### src/rtl/neopixel_pkg.sv
// Shared definitions for the NeoPixel strand driver: channel encoding,
// controller states and default WS2812 timing at a 50 MHz clock.
package neopixel_pkg;

    // Encoding of the color_index input; 3 selects no channel.
    typedef enum logic [1:0] {
        RED      = 2'd0,
        BLUE     = 2'd1,
        GREEN    = 2'd2,
        RESERVED = 2'd3
    } color_e;

    // Frame controller states.
    typedef enum logic [1:0] {
        IDLE    = 2'd0,
        SENDING = 2'd1,
        LATCH   = 2'd2
    } state_e;

    // Default timing in clock cycles (20 ns each).
    localparam int DEF_NUM_PIXELS   = 5;
    localparam int DEF_T0H          = 18;
    localparam int DEF_T1H          = 35;
    localparam int DEF_TBIT         = 63;
    localparam int DEF_LATCH_CYCLES = 2500;

    // Each pixel is shifted out as G[7:0], R[7:0], B[7:0].
    localparam int BITS_PER_PIXEL = 24;

endpackage

### src/rtl/neopixel_bit_encoder.sv
// Generates one WS2812 bit cell: data high for T1H (bit=1) or T0H (bit=0)
// cycles, then low until TBIT cycles have elapsed. done_o marks the last
// cycle of the cell so the caller can issue the next start back-to-back.
module neopixel_bit_encoder
    import neopixel_pkg::*;
#(
    parameter int T0H  = DEF_T0H,
    parameter int T1H  = DEF_T1H,
    parameter int TBIT = DEF_TBIT
) (
    input  logic clock,
    input  logic reset,
    input  logic start_i,
    input  logic bit_i,
    output logic data_o,
    output logic done_o
);

    localparam int CW = (TBIT > 1) ? $clog2(TBIT) : 1;
    localparam logic [CW-1:0] LAST_C = CW'(TBIT - 1);
    localparam logic [CW-1:0] T0H_C  = CW'(T0H);
    localparam logic [CW-1:0] T1H_C  = CW'(T1H);

    logic          busy_q, busy_d;
    logic          bit_q, bit_d;
    logic [CW-1:0] cnt_q, cnt_d;
    logic          data_q, data_d;
    logic [CW-1:0] thigh;

    // Cell sequencing: start reloads the cell, otherwise count through it.
    always_comb begin
        busy_d = busy_q;
        bit_d  = bit_q;
        cnt_d  = cnt_q;
        data_d = data_q;
        done_o = busy_q && (cnt_q == LAST_C);
        thigh  = bit_q ? T1H_C : T0H_C;
        if (start_i) begin
            busy_d = 1'b1;
            bit_d  = bit_i;
            cnt_d  = '0;
            data_d = 1'b1;
        end else if (done_o) begin
            busy_d = 1'b0;
            cnt_d  = '0;
            data_d = 1'b0;
        end else if (busy_q) begin
            cnt_d  = cnt_q + 1'b1;
            data_d = (cnt_d < thigh);
        end
    end

    // Cell registers; data_q drives the strand directly so it never glitches.
    always_ff @(posedge clock or posedge reset) begin
        if (reset) begin
            busy_q <= 1'b0;
            bit_q  <= 1'b0;
            cnt_q  <= '0;
            data_q <= 1'b0;
        end else begin
            busy_q <= busy_d;
            bit_q  <= bit_d;
            cnt_q  <= cnt_d;
            data_q <= data_d;
        end
    end

    assign data_o = data_q;

endmodule

### src/rtl/neopixel_strand_driver.sv
// Double-buffered WS2812 strand driver. Loads always land in the shadow
// buffer; an accepted send_it snapshots shadow into the active buffer, which
// is then shifted out gaplessly, followed by a low latch period.
module neopixel_strand_driver
    import neopixel_pkg::*;
#(
    parameter int NUM_PIXELS   = DEF_NUM_PIXELS,
    parameter int T0H          = DEF_T0H,
    parameter int T1H          = DEF_T1H,
    parameter int TBIT         = DEF_TBIT,
    parameter int LATCH_CYCLES = DEF_LATCH_CYCLES,
    localparam int PW          = (NUM_PIXELS > 1) ? $clog2(NUM_PIXELS) : 1
) (
    input  logic          clock,
    input  logic          reset,
    input  logic [7:0]    color_level,
    input  logic [1:0]    color_index,
    input  logic [PW-1:0] pixel_index,
    input  logic          load_color,
    input  logic          send_it,
    output logic          neo_data,
    output logic          ready_to_load,
    output logic          ready_to_send,
    output logic          frame_done
);

    localparam int TOTAL_BITS = BITS_PER_PIXEL * NUM_PIXELS;
    localparam int BW         = $clog2(TOTAL_BITS);
    localparam int LW         = (LATCH_CYCLES > 1) ? $clog2(LATCH_CYCLES) : 1;
    localparam logic [BW-1:0] LAST_BIT   = BW'(TOTAL_BITS - 1);
    localparam logic [LW-1:0] LAST_LATCH = LW'(LATCH_CYCLES - 1);
    localparam logic [PW:0]   NP_LIMIT   = (PW + 1)'(NUM_PIXELS);

    // Pixel words are {G, R, B} so bit 23 is the first bit on the wire.
    logic [23:0] shadow_q [NUM_PIXELS];
    logic [23:0] active_q [NUM_PIXELS];

    state_e        state_q, state_d;
    logic [BW-1:0] bit_cnt_q, bit_cnt_d;
    logic [PW-1:0] pix_cnt_q, pix_cnt_d;
    logic [4:0]    sub_cnt_q, sub_cnt_d;
    logic [LW-1:0] latch_cnt_q, latch_cnt_d;

    logic load_ok;
    logic copy_en;
    logic enc_start;
    logic enc_bit;
    logic enc_data;
    logic enc_done;

    assign load_ok = load_color && (color_index != RESERVED)
                     && ({1'b0, pixel_index} < NP_LIMIT);

    // Shadow buffer: writable in every state; bad channel/pixel is dropped.
    always_ff @(posedge clock or posedge reset) begin
        if (reset) begin
            for (int i = 0; i < NUM_PIXELS; i++) shadow_q[i] <= '0;
        end else if (load_ok) begin
            case (color_e'(color_index))
                GREEN:   shadow_q[pixel_index][23:16] <= color_level;
                RED:     shadow_q[pixel_index][15:8]  <= color_level;
                BLUE:    shadow_q[pixel_index][7:0]   <= color_level;
                default: ;
            endcase
        end
    end

    // Active buffer: snapshot of shadow taken when a frame starts.
    always_ff @(posedge clock or posedge reset) begin
        if (reset) begin
            for (int i = 0; i < NUM_PIXELS; i++) active_q[i] <= '0;
        end else if (copy_en) begin
            for (int i = 0; i < NUM_PIXELS; i++) active_q[i] <= shadow_q[i];
        end
    end

    // Frame controller: next state, counters and handshake outputs.
    always_comb begin
        state_d       = state_q;
        bit_cnt_d     = bit_cnt_q;
        pix_cnt_d     = pix_cnt_q;
        sub_cnt_d     = sub_cnt_q;
        latch_cnt_d   = latch_cnt_q;
        copy_en       = 1'b0;
        enc_start     = 1'b0;
        enc_bit       = 1'b0;
        ready_to_send = 1'b0;
        frame_done    = 1'b0;
        case (state_q)
            IDLE: begin
                ready_to_send = 1'b1;
                if (send_it) begin
                    // First bit comes straight from shadow: active is only
                    // written at this same edge.
                    copy_en   = 1'b1;
                    enc_start = 1'b1;
                    enc_bit   = shadow_q[0][23];
                    bit_cnt_d = '0;
                    pix_cnt_d = '0;
                    sub_cnt_d = '0;
                    state_d   = SENDING;
                end
            end
            SENDING: begin
                if (enc_done) begin
                    if (bit_cnt_q == LAST_BIT) begin
                        latch_cnt_d = '0;
                        state_d     = LATCH;
                    end else begin
                        bit_cnt_d = bit_cnt_q + 1'b1;
                        if (sub_cnt_q == 5'd23) begin
                            sub_cnt_d = '0;
                            pix_cnt_d = pix_cnt_q + 1'b1;
                        end else begin
                            sub_cnt_d = sub_cnt_q + 1'b1;
                        end
                        enc_start = 1'b1;
                        enc_bit   = active_q[pix_cnt_d][5'd23 - sub_cnt_d];
                    end
                end
            end
            LATCH: begin
                if (latch_cnt_q == LAST_LATCH) begin
                    frame_done  = 1'b1;
                    latch_cnt_d = '0;
                    state_d     = IDLE;
                end else begin
                    latch_cnt_d = latch_cnt_q + 1'b1;
                end
            end
            default: state_d = IDLE;
        endcase
    end

    // Controller state and counter registers.
    always_ff @(posedge clock or posedge reset) begin
        if (reset) begin
            state_q     <= IDLE;
            bit_cnt_q   <= '0;
            pix_cnt_q   <= '0;
            sub_cnt_q   <= '0;
            latch_cnt_q <= '0;
        end else begin
            state_q     <= state_d;
            bit_cnt_q   <= bit_cnt_d;
            pix_cnt_q   <= pix_cnt_d;
            sub_cnt_q   <= sub_cnt_d;
            latch_cnt_q <= latch_cnt_d;
        end
    end

    neopixel_bit_encoder #(
        .T0H  (T0H),
        .T1H  (T1H),
        .TBIT (TBIT)
    ) u_bit_encoder (
        .clock   (clock),
        .reset   (reset),
        .start_i (enc_start),
        .bit_i   (enc_bit),
        .data_o  (enc_data),
        .done_o  (enc_done)
    );

    assign neo_data      = enc_data;
    assign ready_to_load = 1'b1;

endmodule

### config.mk
export PLATFORM = sky130hd
export DESIGN_NAME = neopixel_strand_driver
export DESIGN_NICKNAME = d
export VERILOG_FILES = /design/src/rtl/neopixel_pkg.sv /design/src/rtl/neopixel_bit_encoder.sv /design/src/rtl/neopixel_strand_driver.sv
export SDC_FILE = /design/constraint.sdc
export NUM_CORES = 1
export LEC_CHECK = 0
export ABC_AREA = 0
export CAP_MARGIN = 10
export CORE_UTILIZATION = 50
export CTS_CLUSTER_SIZE = 28
export DETAILED_ROUTE_END_ITERATION = 8
export DONT_BUFFER_PORTS = 1
export PLACE_DENSITY = 0.67
export SLEW_MARGIN = 15
export SYNTH_ARGS = -nofsm -noshare
export SYNTH_HDL_FRONTEND = slang
export SYNTH_HIERARCHICAL = 1
export SYNTH_SLANG_ARGS = --single-unit
### constraint.sdc
create_clock -name clock -period 9.9 [get_ports clock]
set_input_delay 1.485 -clock clock [delete_from_list [all_inputs] [get_ports clock]]
set_output_delay 1.485 -clock clock [all_outputs]
set_load 0.03 [all_outputs]
==> summary.md <==
| Metric | Value |
|---|---|
| Chip width | 160 um |
| Multi-input logic area | 5290 sq um |
| Max layer used | met4 |
| Status | finished, final reports clean |
| Hold Fails Final Rpt | 0 |
| Via count of the first global-routing pass | 7468 |
| Metal3 WL | 801 um |
| Fraction of registers with async set/reset | 1.00 |
| DR DRC count | 0 |
| FF/Latch Area | 6960 sq um |
| Final design instance area without fill | 13800 sq um |
| Post-synth top cells | 278 x dfrtp_1, 246 x mux2_2, 59 x nand2_1, 32 x clkbuf_1 |
| CTS Root Cell | clkbuf_16 |
| Final nets | 950 |
| Hold Buf Count CTS | 0 |
| Largest net degree at the start of global routing | 134 |
| Placer Congestion | 0.823 |
| Global-route wire length before repair | 42100 um |
| Critical path class | flop to flop |
| Top FF cell, synth | dfrtp_1 |
| Min-delay worst type | flop to flop |
| Top-level I/O count | 21 |
| Quantity of I/O buffers inserted on ports | 0 |
| Worst Path Arrival | 4.64 ns |
| Setup TNS Final | 0 ns |
| WL met1 | 12700 um |
| Vias per cell | 5.81 |
| CTS Buf Count | 29 |
| Syn_area_per_cell | 13.4 sq um |
| Crit. End Element | flop |
| Peak Freq | 240 MHz |
| Max Slew Vio Count | 0 |
| Most instantiated library cell after synthesis | dfrtp_1 |
| RSZ-0062 raised after global routing | false |
| VDD IR-drop max | 0.160 mV |
| Critical Path Fanout Max | 27 |
| Area contributors post-synth | dfrtp_1 55%, mux2_2 22%, mux4_2 2.7% |
| Iter 0 DRT Violations | 476 |
| Worst-path clk slew | 0.06 ns |
| Sink Count | 278 |
| Filler cell count | 1982 |
| Synth Cell Area | 12500 sq um |
| Clock Skew | 0.0131 ns |
| Yosys top cell area share | 0.555 |
| Num rows | 57 |
| Clk buf depth | 3 |
| Fin crit share | 0.421 |
| Worst-Margin Slew | 1.11 ns |
| MaxCap Viol Count | 0 |
| Rel. slew slack | 0.258 |
| Register area share after synthesis | 0.555 |
| Post-synth net total | 963 |
| Antenna violations before repair | 0 |
| Period minus WS final | 4.17 ns |
| 1st-pass router iterations | 6 |
| Post-DP HPWL | 15900 um |
| EDFF count, synth | 0 |
| Routed WL per cell | 20.3 um |
| Gr usage total | 0.207 |
| Die Y-Extent | 160 um |
| Total number of yosys warnings | 6 |
| CTS tree | built |
| Largest area contributor in the netlist | dfrtp_1 |
| Initial Utilization | 0.513 |
| Postcts setup bufs | 0 |
| DR vias | 7383 |
| Worst Path Required | 10.37 ns |
| Seq cells post-synth | 278 |
| GRT overflow | 0 |
| Final setup viols | 0 |
| Core Footprint | 24500 sq um |
| Leakage power | 6.50 nW |
| Layout area overhead | 10.1% |
| Distinct cells, synth | 66 |
| Worst-Skew Late Latency | 0.56 ns |
| Diodes inserted | 0 |
| Fraction of layout cells with a size suffix above 1 | 0.349 |
| Crit start category | flop |
| Pwr Density | 185 nW/um^2 |
| Drt total wl | 25800 um |
| Post_cts resized | 0 |
| H-Tree Level Count | 1 |
| Routed Antenna Nets | 0 |
| Placed instance area | 12800 sq um |
| Die area | 25700 sq um |
| DR WL met2 | 11900 um |
| Synthesized instance count | 938 |
-- cell families (layout without fill, tap and decap cells) --
family,count (synthesis),count (layout),share of synthesized area
buffers and inverters,65,73,0.0235
AOI/OAI and AO/OA,107,107,0.0550
adders and majority gates,8,8,0.00798
muxes,292,292,0.276
other,1,1,0.000299
DFF,278,278,0.555
xor gates and xnor gates,21,21,0.0159
and+or+nand+nor,166,166,0.0663
-- layer usage --
metal / GRT usage / vias up
met4: 0.0437 / 0
met3: 0.0289 / 33
li1: - / 3400
met5: 0 / -
met2: 0.323 / 103
met1: 0.310 / 3847
-- worst max-delay path, cell delays in order (launching register included) --
cell      delay [ns]
dfrtp_1         0.32
buf_4           0.32
ha_1            0.40
nand4b_2        0.69
nand2b_1        0.82
mux2i_1         0.20
o221ai_1        0.20
o21ai_0         0.16
o21ai_0         0.34
nor3_1          0.10
o41ai_2         0.35
nand2_1         0.10
o21ai_0         0.07
-- final cells by class --
type | count | share of cell area
Tap cell | 324 | 0.0293
Timing Repair Buffer | 8 | 0.00435
Inverter | 13 | 0.00408
Sequential cell | 278 | 0.504
Clock buffer | 39 | 0.0603
Clock inverter | 13 | 0.0150
Multi-Input combinational cell | 595 | 0.383
-- metrics by stage --
stage	hold slack (ns)	util	power, mW	worst slack (ns)	cells
2_1_floorplan	0.467	-	1.39	1.00	938
3_3_place_gp	0.480	0.522	1.41	5.84	1218
3_5_place_dp	0.486	0.522	1.42	5.79	1218
4_1_cts	0.499	0.565	2.59	5.75	1270
5_1_grt	0.503	0.565	2.66	5.33	1270
6_report	0.496	0.565	2.56	5.73	1270
-- final timing paths --
path,start,end,slack [ns],cells past startpoint
worst max-delay path,sub_cnt_q[0]$_DFFE_PP0P_,u_bit_encoder/bit_q$_DFFE_PP0P_,5.73,12
worst max register to register,sub_cnt_q[0]$_DFFE_PP0P_,u_bit_encoder/bit_q$_DFFE_PP0P_,5.73,12
worst min register to register,flop,active_q[102]$_DFFE_PP0P_,0.50,1
max in group asynchronous,reset,active_q[36]$_DFFE_PP0P_,7.38,2
worst min-delay path,flop,active_q[102]$_DFFE_PP0P_,0.50,1
min in group asynchronous,reset,u_bit_encoder/bit_q$_DFFE_PP0P_,0.79,1
-- cells in the final DEF (no fill, tap or decap), types with 10 or more instances in the layout --
master     count
a21oi_1       21
clkbuf_16     29
dfrtp_1      277
inv_1         11
mux2_2       246
mux2i_1       28
mux4_2        15
nand2_1       59
nand3_1       13
nand4_1       10
nor2_1        31
o21ai_0       31
xor2_1        10
-- report_power, final --
part	internal, mW	switching (mW)	leakage (nW)
sequential	1.23	0.0421	3.66
combinational	0.0719	0.0472	2.32
clock	0.720	0.447	0.515
Power figures use the tool's default switching activity.
